$ cat config.mk
export PLATFORM = sky130hd
export DESIGN_NAME = match_event_logger
export DESIGN_NICKNAME = d
export VERILOG_FILES = /design/src/rtl/match_pkg.sv /design/src/rtl/ts_fifo.sv /design/src/rtl/match_event_logger.sv
export SDC_FILE = /design/constraint.sdc
export NUM_CORES = 1
export LEC_CHECK = 0
export CORE_MARGIN = 3
export CORE_UTILIZATION = 50
export CTS_BUF_LIST = sky130_fd_sc_hd__clkbuf_16
export CTS_CLUSTER_DIAMETER = 100
export DETAILED_ROUTE_END_ITERATION = 7
export PLACE_DENSITY_LB_ADDON = 0.3
export SYNTH_ARGS = -nofsm -noshare
export SYNTH_HDL_FRONTEND = slang
export SYNTH_SLANG_ARGS = --single-unit
export TNS_END_PERCENT = 50
$ cat constraint.sdc
create_clock -name clk -period 5.43 [get_ports clk]
set_input_delay 1.086 -clock clk [delete_from_list [all_inputs] [get_ports clk]]
set_output_delay 1.086 -clock clk [all_outputs]
set_load 0.1 [all_outputs]
$ cat src/rtl/match_pkg.sv
// match_pkg
// Shared constants and types for the match event logger.
//   TARGET_PAT : pattern the upstream serial detector reports as a match
//   CNT_W_DEF  : default width of the match / since-ack counters
//   TS_W_DEF   : default width of timestamp and gap values
//   ts_t       : timestamp word at the default width
package match_pkg;

  localparam logic [3:0] TARGET_PAT = 4'b1101;
  localparam int         CNT_W_DEF  = 16;
  localparam int         TS_W_DEF   = 16;

  typedef logic [TS_W_DEF-1:0] ts_t;

endpackage

$ cat src/rtl/ts_fifo.sv
// ts_fifo
// First-word-fall-through FIFO for timestamp words.
// Ports:
//   clk, rst   : clock, asynchronous active-high reset
//   clear      : synchronous flush (pointers, level and storage to zero)
//   push, din  : write request and data; ignored when full unless a pop
//                happens in the same cycle
//   pop        : read request; ignored when empty
//   dout       : head entry, driven straight from storage
//   full/empty : status
//   level      : number of entries held
module ts_fifo #(
  parameter int DEPTH = 4,
  parameter int TS_W  = 16,
  localparam int AW   = $clog2(DEPTH),
  localparam int LW   = $clog2(DEPTH) + 1
) (
  input  logic            clk,
  input  logic            rst,
  input  logic            clear,
  input  logic            push,
  input  logic            pop,
  input  logic [TS_W-1:0] din,
  output logic [TS_W-1:0] dout,
  output logic            full,
  output logic            empty,
  output logic [LW-1:0]   level
);

  logic [TS_W-1:0] mem [DEPTH];
  logic [AW-1:0]   wr_ptr;
  logic [AW-1:0]   rd_ptr;
  logic            do_push;
  logic            do_pop;

  assign full  = (level == LW'(DEPTH));
  assign empty = (level == '0);
  assign dout  = mem[rd_ptr];

  assign do_pop  = pop & ~empty;
  // When full, a simultaneous pop frees the slot the write lands in
  // (wr_ptr == rd_ptr), so the push may proceed.
  assign do_push = push & (~full | do_pop);

  always_ff @(posedge clk or posedge rst) begin
    if (rst) begin
      wr_ptr <= '0;
      rd_ptr <= '0;
      level  <= '0;
      for (int i = 0; i < DEPTH; i++) mem[i] <= '0;
    end else if (clear) begin
      wr_ptr <= '0;
      rd_ptr <= '0;
      level  <= '0;
      for (int i = 0; i < DEPTH; i++) mem[i] <= '0;
    end else begin
      if (do_push) begin
        mem[wr_ptr] <= din;
        wr_ptr      <= wr_ptr + 1'b1;
      end
      if (do_pop) rd_ptr <= rd_ptr + 1'b1;
      unique case ({do_push, do_pop})
        2'b10:   level <= level + 1'b1;
        2'b01:   level <= level - 1'b1;
        default: level <= level;
      endcase
    end
  end

endmodule

$ cat src/rtl/match_event_logger.sv
// match_event_logger
// Consumes the match pulse of a serial 1101 detector: timestamps matches
// into a FWFT FIFO, keeps a saturating match count and inter-match gap,
// raises a threshold interrupt with acknowledge, and flags matches whose
// shift-register snapshot disagrees with the target pattern.
// Ports:
//   clk, rst          : clock, asynchronous active-high reset
//   z, seq            : match pulse and detector snapshot
//   clear             : synchronous soft clear (wins over z and rd_en)
//   rd_en             : pop the head timestamp
//   rd_data, rd_valid : head timestamp and FIFO non-empty
//   fifo_level        : entries held
//   match_cnt         : saturating total match count
//   last_gap, gap_valid : cycles between the two most recent matches
//   overflow, seq_err : sticky error flags
//   irq, irq_ack      : level interrupt and its acknowledge
module match_event_logger
  import match_pkg::*;
#(
  parameter logic [3:0] TARGET     = TARGET_PAT,
  parameter int         CNT_W      = CNT_W_DEF,
  parameter int         TS_W       = TS_W_DEF,
  parameter int         DEPTH      = 4,
  parameter int         IRQ_THRESH = 8,
  localparam int        LW         = $clog2(DEPTH) + 1
) (
  input  logic             clk,
  input  logic             rst,
  input  logic             z,
  input  logic [3:0]       seq,
  input  logic             clear,
  input  logic             rd_en,
  output logic [TS_W-1:0]  rd_data,
  output logic             rd_valid,
  output logic [LW-1:0]    fifo_level,
  output logic [CNT_W-1:0] match_cnt,
  output logic [TS_W-1:0]  last_gap,
  output logic             gap_valid,
  output logic             overflow,
  output logic             seq_err,
  output logic             irq,
  input  logic             irq_ack
);

  localparam logic [CNT_W-1:0] CNT_MAX = '1;
  localparam logic [TS_W-1:0]  TS_MAX  = '1;
  localparam logic [CNT_W-1:0] THRESH  = CNT_W'(IRQ_THRESH);

  logic [TS_W-1:0]  ts;
  logic [TS_W-1:0]  gap_cnt;
  logic             seen_first;
  logic [CNT_W-1:0] since_ack;
  logic [CNT_W-1:0] since_nxt;
  logic             match;
  logic             fifo_full;
  logic             fifo_empty;
  logic             push;
  logic             pop;

  assign match     = z & ~clear;
  assign pop       = rd_en & ~fifo_empty & ~clear;
  assign push      = match;
  assign rd_valid  = ~fifo_empty;
  assign since_nxt = (since_ack == CNT_MAX) ? since_ack : since_ack + 1'b1;

  ts_fifo #(
    .DEPTH (DEPTH),
    .TS_W  (TS_W)
  ) u_fifo (
    .clk   (clk),
    .rst   (rst),
    .clear (clear),
    .push  (push),
    .pop   (pop),
    .din   (ts),
    .dout  (rd_data),
    .full  (fifo_full),
    .empty (fifo_empty),
    .level (fifo_level)
  );

  // Free-running timestamp; only reset touches it.
  always_ff @(posedge clk or posedge rst) begin
    if (rst) ts <= '0;
    else     ts <= ts + 1'b1;
  end

  always_ff @(posedge clk or posedge rst) begin
    if (rst) begin
      match_cnt  <= '0;
      gap_cnt    <= '0;
      seen_first <= 1'b0;
      last_gap   <= '0;
      gap_valid  <= 1'b0;
      overflow   <= 1'b0;
      seq_err    <= 1'b0;
    end else if (clear) begin
      match_cnt  <= '0;
      gap_cnt    <= '0;
      seen_first <= 1'b0;
      last_gap   <= '0;
      gap_valid  <= 1'b0;
      overflow   <= 1'b0;
      seq_err    <= 1'b0;
    end else begin
      if (match) begin
        if (match_cnt != CNT_MAX) match_cnt <= match_cnt + 1'b1;
        if (seen_first) begin
          last_gap  <= gap_cnt;
          gap_valid <= 1'b1;
        end
        seen_first <= 1'b1;
        gap_cnt    <= TS_W'(1);
        if (seq != TARGET) seq_err <= 1'b1;
        // A full FIFO only drops the entry when no pop frees a slot.
        if (fifo_full && !pop) overflow <= 1'b1;
      end else if (gap_cnt != TS_MAX) begin
        gap_cnt <= gap_cnt + 1'b1;
      end
    end
  end

  // Acknowledge outranks a threshold crossing in the same cycle; the
  // coincident match still counts toward the next interrupt.
  always_ff @(posedge clk or posedge rst) begin
    if (rst) begin
      irq       <= 1'b0;
      since_ack <= '0;
    end else if (clear) begin
      irq       <= 1'b0;
      since_ack <= '0;
    end else if (irq_ack) begin
      irq       <= 1'b0;
      since_ack <= match ? CNT_W'(1) : '0;
    end else if (match) begin
      since_ack <= since_nxt;
      if (since_nxt >= THRESH) irq <= 1'b1;
    end
  end

endmodule

### After elaboration in Yosys (flattened, before gate mapping)

Index checks and enable logic that the tools add are counted.

| storage, ports and cells | value |
|---|---|
| word-level logic and storage cells | 110 |
| latch bits | 0 |
| memories | 0 |
| output and inout bits | 56 |
| bits of input ports | 10 |
| memory bits (writable) | 0 |
| ROM bits | 0 |
| flip-flop bits (word level) | 156 |

| operators by class | value |
|---|---|
| eq/ne operators | 7 |
| reduce and logical (&&, ||, !) cells | 20 |
| multiplexer cells | 43 |
| div/mod/pow operators | 0 |
| magnitude comparators | 4 |
| shift operators | 0 |
| bitwise logic cells | 11 |
| multiply operators | 0 |
| $add $sub $neg | 8 |

Operators by type and width:

| cell | count |
|---|---|
| 16-bit two-way mux | 16 |
| 64-bit two-way mux | 2 |
| 16-bit by 1-bit adder with 16-bit output, second input constant | 4 |
| 64-bit bitwise mux | 1 |
| 16-bit binary-select mux with 2-bit select | 1 |
| 16-bit demux with 2-bit select | 1 |
| 16-bit inequality test, second input constant | 2 |
| 16-bit equality test, second input constant | 1 |
| 16-bit by 4-bit >= comparator with 1-bit output, second input constant | 1 |
| 1-bit two-way mux | 16 |
| 2-bit nonzero test | 7 |
| 3-bit nonzero test | 4 |
| 2-bit AND reduction | 5 |
| 2-bit two-way mux | 4 |
| 3-bit >= comparator, second input constant | 2 |
| 2-bit NOT with 3-bit output | 2 |
| 3-bit one-hot mux with 2 select lines | 1 |
| 1-bit bitwise AND | 5 |
| 2-bit by 1-bit adder with 2-bit output, second input constant | 2 |
| 4-bit inequality test, second input constant | 1 |
| 3-bit by 1-bit adder with 3-bit output, second input constant | 1 |
| 3-bit equality test, second input constant | 1 |
| 3-bit zero test | 1 |
| 3-bit by 1-bit less-than comparator with 1-bit output, second input constant | 1 |
| other kinds (8) | 11 |

### Depth between registers and ports, before layout

| logic depth | value |
|---|---|
| depth in word-level cells | 10 |
| mapped depth | 9 |
| mapped depth without buffers | 9 |

### Hierarchy

Synthesis repeated with hierarchy kept, for this count alone.

| second synthesis, totals | value |
|---|---|
| cell total of the unflattened synthesis | 850 |
| area, all modules | 8052.7 um^2 |

Modules (own cells, without submodules):

| module | cells an instance | area each (um^2) | instances | seq. area each (um^2) |
|---|---|---|---|---|
| match_event_logger | 473 | 4384.2 | 1 | 2127.0 |
| ts_fifo | 377 | 3668.5 | 1 | 1776.7 |

### Least setup slack after synthesis

Ideal clock, no wire load.

| path | value |
|---|---|
| path type | register to register |
| from | register u_fifo.level[0] |
| to | register u_fifo.level[2] |
| period minus slack after synthesis | 3.168 ns |
| library setup time | 0.075 ns |
| arrival | 3.093 ns |
| slack | 2.262 ns |
| cell stages (with the launch flop) | 10 |
| buffers on the path | 0 |
| data required time | 5.355 ns |
| cell sequence | dfrtp_1 -> or3_1 -> nand2_1 -> nor2_1 -> fa_1 -> nor3_1 -> mux2i_1 -> o21ai_0 -> a21oi_1 -> nor2_1 |

| on the way | value |
|---|---|
| longest elaborated chain between the ends | 10 |
| elaborated cells on any way between the ends | 16 |
| classes of those cells | add/sub: 2; eq/ne: 3; mux: 2; bitwise: 7; reduce/logical: 2 |

RTL lines:

| what | line | source |
|---|---|---|
| from (decl) | ts_fifo.sv:27 | `output logic [LW-1:0] level` |
| from (signal assigned) | ts_fifo.sv:63 | `2'b10: level <= level + 1'b1;` |
| from (signal assigned) | ts_fifo.sv:64 | `2'b01: level <= level - 1'b1;` |
| from (signal assigned) | ts_fifo.sv:65 | `default: level <= level;` |
| 3-bit zero test * | ts_fifo.sv:37 | `assign empty = (level == '0);` |
| 1-bit NOT * | - |  |
| named net rd_valid | match_event_logger.sv:34 | `output logic rd_valid,` |
| 1-bit bitwise AND (2 in series) | match_event_logger.sv:61 | `assign pop = rd_en & ~fifo_empty & ~clear;` |
| 1-bit bitwise AND * | ts_fifo.sv:40 | `assign do_pop = pop & ~empty;` |
| 1-bit bitwise OR | ts_fifo.sv:43 | `assign do_push = push & (~full \| do_pop);` |
| 1-bit bitwise AND | ts_fifo.sv:43 |  |
| 2-bit by 1-bit equality test with 1-bit output or 2-bit equality test (tied branches) | ts_fifo.sv:62 | `unique case ({do_push, do_pop})` |
| 3-bit one-hot mux with 2 select lines | ts_fifo.sv:62 |  |
| 3-bit two-way mux | ts_fifo.sv:51 | `end else if (clear) begin` |

Mark *: on every way through the listed nets, which the timed path passes. The rest lies on a longest branch.
A chain may end at the register's enable or synchronous reset.

### Worst setup path in the final report

| path | value |
|---|---|
| from | register u_fifo.rd_ptr[1] |
| to | output rd_data[5] |

| on the way | value |
|---|---|
| longest elaborated chain between the ends | 4 |

RTL lines:

| what | line | source |
|---|---|---|
| from (decl) | ts_fifo.sv:32 | `logic [AW-1:0] rd_ptr;` |
| from (signal assigned) | ts_fifo.sv:61 | `if (do_pop) rd_ptr <= rd_ptr + 1'b1;` |
| 2-bit NOT with 3-bit output (not written as such) | ts_fifo.sv:38 | `assign dout = mem[rd_ptr];` |
| 16-bit binary-select mux with 2-bit select | ts_fifo.sv:38 |  |
| 16-bit two-way mux (not written as such) (2 in series) | ts_fifo.sv:38 |  |
| to (decl) | match_event_logger.sv:33 | `output logic [TS_W-1:0] rd_data,` |

No other way between the ends. The select of a mux whose other input is x is not followed.

==> out/results.txt <==
category of the worst setup path launch point - flip-flop
highest metal layer used by the detailed router - met4
proportion of register bits with asynchronous set or reset after synthesis - 100%
via count of the first global-routing pass - 5953
number of synthesized register bits - 156
number of design rule violations left after detail routing - 0
count of TritonRoute iterations in the first routing pass - 4
Met1 Routed Length - 8020 µm
HPWL Detailed - 11200 µm
buffering stage count on the worst path with inverters included - 1
number of setup buffers added after CTS - 0
routed wire length - 17800 µm
sum of met2 wire segment lengths after detailed routing - 8640 µm
nets in the synthesized netlist - 801
net total in the final layout - 839
clock sink total - 156
MaxCap Viol Count - 0
Tot Pwr - 2.66 mW
hold violation total from the final report - 0
cells along the critical path - mux4_2 -> clkdlybuf4s50_1
average size of a mapped cell - 9.69 µm²
CP max FO - 17
Detail Route met3 WL - 853 µm
# IOs - 66
worst supply voltage drop on vdd - 0.253 mV
Sum Neg Setup Slack - 0 ns
1st-iter DRT viols - 443
CTS Hold Buffers Added - 0
Antenna Nets Post-Route - 0
most frequently used flop master after synthesis - sky130_fd_sc_hd__dfrtp_1
fillers - 1209
wire length of the first global-routing pass - 29900 µm
height of the die - 129 µm
result of the run - finished, final reports clean
worst hold path type - flip-flop to flip-flop
cell leakage power - 3.65 nW
final critical-path required period - 3.99 ns
routed via count - 5909
maximum clock frequency - 251 MHz
clock latency of the later-clocked register in the worst-skew pair - 0.43 ns
setup repair after global routing missed its margin - no
portion of the post-synthesis area used by sequential elements - 51.5%
Tot GR Track Use - 22.6%
power per unit of standard cell area - 300 mW/mm²
Post-synth EDFFs - 0
number of warnings printed during yosys synthesis - 0
drt via density - 5.81
cell type of the slowest stage on the worst timing path - sky130_fd_sc_hd__clkdlybuf4s50_1
number of H-tree levels - 4
Root Buffer Master - sky130_fd_sc_hd__clkbuf_16
initial cell density of the core - 51.6%
synthesized netlist cell count - 782
number of distinct standard cells referenced by the synthesized netlist - 56
Period Utilization, post-route - 73.4%
per-cell routed wire length - 17.5 µm
Layout Area Growth over Synthesis - 17.2%
clock tree from TritonCTS - done
Final Max Slew Viols - 0
PostCTS Resize Cnt - 0
input/output buffers - 65
x dimension of the die - 129 µm
antenna violations before repair - 0
row count - 44
clock skew after layout - 0.00985 ns
Required @ worst endpoint - 4.34 ns
CP Capture Type - output pin
minimum hold slack - 0.499 ns
antenna diode instance count - 0
post-synth design cell area - 0.00758 mm²
total CTS buffers - 17
slowest stage delay, CP - 1.13 ns
final RePlAce weighted congestion - 0.906
number of buffers on the longest clock path - 2
Congestion Overflow GR - 0
DIE AREA - 0.0167 mm²
slew at the pin closest to its max-slew limit - 1.03 ns
number of setup violations in the final report - 0
Worst Setup Path Type - flip-flop to output pin
crit-path leading delay family - buffers and inverters
fraction of final layout cells sized beyond drive strength 1 - 7.56%
pin count of the biggest net entering global routing - 95
normalized max-slew margin - 30.8%
clock slew at reported path FFs - 0.06 ns
total core area - 0.0147 mm²
Critical Path AT - 2.90 ns
placed cells by master (no fill, tap or decap), types with 2 or more instances in the layout:
cell type / Yosys / final
sky130_fd_sc_hd__xnor2_1: 22 / 22
sky130_fd_sc_hd__and3b_1: 2 / 2
sky130_fd_sc_hd__mux2i_1: 9 / 9
sky130_fd_sc_hd__inv_1: 10 / 10
sky130_fd_sc_hd__or3_1: 4 / 4
sky130_fd_sc_hd__dfrtp_1: 156 / 156
sky130_fd_sc_hd__mux4_2: 16 / 16
sky130_fd_sc_hd__a22o_1: 16 / 16
sky130_fd_sc_hd__nor4_2: 2 / 2
sky130_fd_sc_hd__nor2_1: 55 / 55
sky130_fd_sc_hd__clkinv_1: 0 / 3
sky130_fd_sc_hd__nor3_1: 11 / 11
sky130_fd_sc_hd__clkbuf_16: 0 / 17
sky130_fd_sc_hd__or2_2: 4 / 4
sky130_fd_sc_hd__buf_4: 2 / 6
sky130_fd_sc_hd__bufinv_16: 0 / 4
sky130_fd_sc_hd__and3_1: 12 / 12
sky130_fd_sc_hd__clkinvlp_4: 0 / 4
sky130_fd_sc_hd__nor3b_1: 4 / 4
sky130_fd_sc_hd__o31ai_1: 2 / 2
sky130_fd_sc_hd__a21oi_1: 86 / 86
sky130_fd_sc_hd__and2_1: 6 / 6
sky130_fd_sc_hd__and4_1: 7 / 7
sky130_fd_sc_hd__o21ai_0: 20 / 20
sky130_fd_sc_hd__nand2_1: 169 / 169
sky130_fd_sc_hd__nor2b_1: 5 / 5
sky130_fd_sc_hd__clkinv_2: 0 / 3
sky130_fd_sc_hd__nand2b_1: 3 / 3
sky130_fd_sc_hd__clkdlybuf4s50_1: 0 / 64
sky130_fd_sc_hd__xor2_1: 23 / 23
sky130_fd_sc_hd__ha_1: 8 / 8
sky130_fd_sc_hd__nor4_1: 3 / 3
sky130_fd_sc_hd__nand4_1: 18 / 18
sky130_fd_sc_hd__a31oi_1: 7 / 7
sky130_fd_sc_hd__o22ai_1: 2 / 2
sky130_fd_sc_hd__nand3_1: 26 / 26
kinds of logic (layout without fill, tap and decap cells):
group | Yosys count | count (layout) | share of synthesized area (%)
xor+xnor | 45 | 45 | 5.20
compound gates | 146 | 146 | 11.4
simple gates | 339 | 339 | 20.8
buf+inv | 62 | 113 | 3.53
mux | 25 | 25 | 5.94
flops | 156 | 156 | 51.5
fa+ha+maj | 9 | 9 | 1.58
path summary, 6_finish.rpt:
path / from / end / slack, ns / cells after the start
max: u_fifo.rd_ptr[1] / rd_data[5] / 1.44 / 2
min: last_gap[14] / last_gap[14] / 0.50 / 1
max reg2reg: gap_cnt[0] / gap_cnt[5] / 2.88 / 7
min reg2reg: last_gap[14] / last_gap[14] / 0.50 / 1
max in group asynchronous: rst / u_fifo.mem[9] / 3.20 / 3
min in group asynchronous: rst / u_fifo.mem[19] / 1.21 / 2
synth_stat cells, drive strengths merged (12+ instances only):
library cell,instances,share of area [%]
and3,12,0.99
nand2,169,8.4
nand3,27,1.8
clkbuf,30,1.6
dfrtp,156,52
xnor2,22,2.5
nand4,18,1.5
nor2,56,2.8
xor2,23,2.7
a21oi,86,5.7
a22o,16,1.8
buf,22,1.5
mux4,16,4.8
o21ai,20,1.3
layout make-up:
class                           count  area (µm²)  area share [%]
Sequential cell                   156        3900            44.0
Multi-Input combinational cell    564        3410            38.4
Timing Repair Buffer               71         691            7.78
Clock buffer                       17         425            4.79
Tap cell                          184         230            2.59
Clock inverter                     15         180            2.03
Inverter                           10        42.5           0.479
layer usage:
layer / global-route usage (%) / up-vias
met4: 9.39 / 0
li1: - / 2784
met1: 30.6 / 2946
met5: 0 / -
met3: 4.70 / 20
met2: 35.8 / 159
through the flow:
step,instance area (µm²),worst slack (ns),util (%),std cells
after global placement,8280,1.80,56.3,985
after detailed placement,8280,1.65,56.3,985
after floorplan,7580,0.137,-,782
after global routing,8880,1.35,60.4,1017
final,8880,1.44,60.4,1017
after CTS,8880,1.42,60.4,1017
where the power goes:
part	total, mW	internal [mW]	switching [mW]	leakage (nW)
Sequential	1.20	1.18	0.0212	2.15
Combinational	0.240	0.0621	0.177	1.21
Clock	1.22	0.759	0.465	0.288
Total	2.66	2.00	0.664	3.65
registers in the layout, indices dropped and copies added, names as in the netlist, 2 cells and up:
register / count
since_ack: 16
u_fifo.wr_ptr: 2
last_gap: 16
gap_cnt: 16
u_fifo.rd_ptr: 2
u_fifo.level: 3
ts: 16
match_cnt: 16
u_fifo.mem: 64
Power figures use the tool's default switching activity.
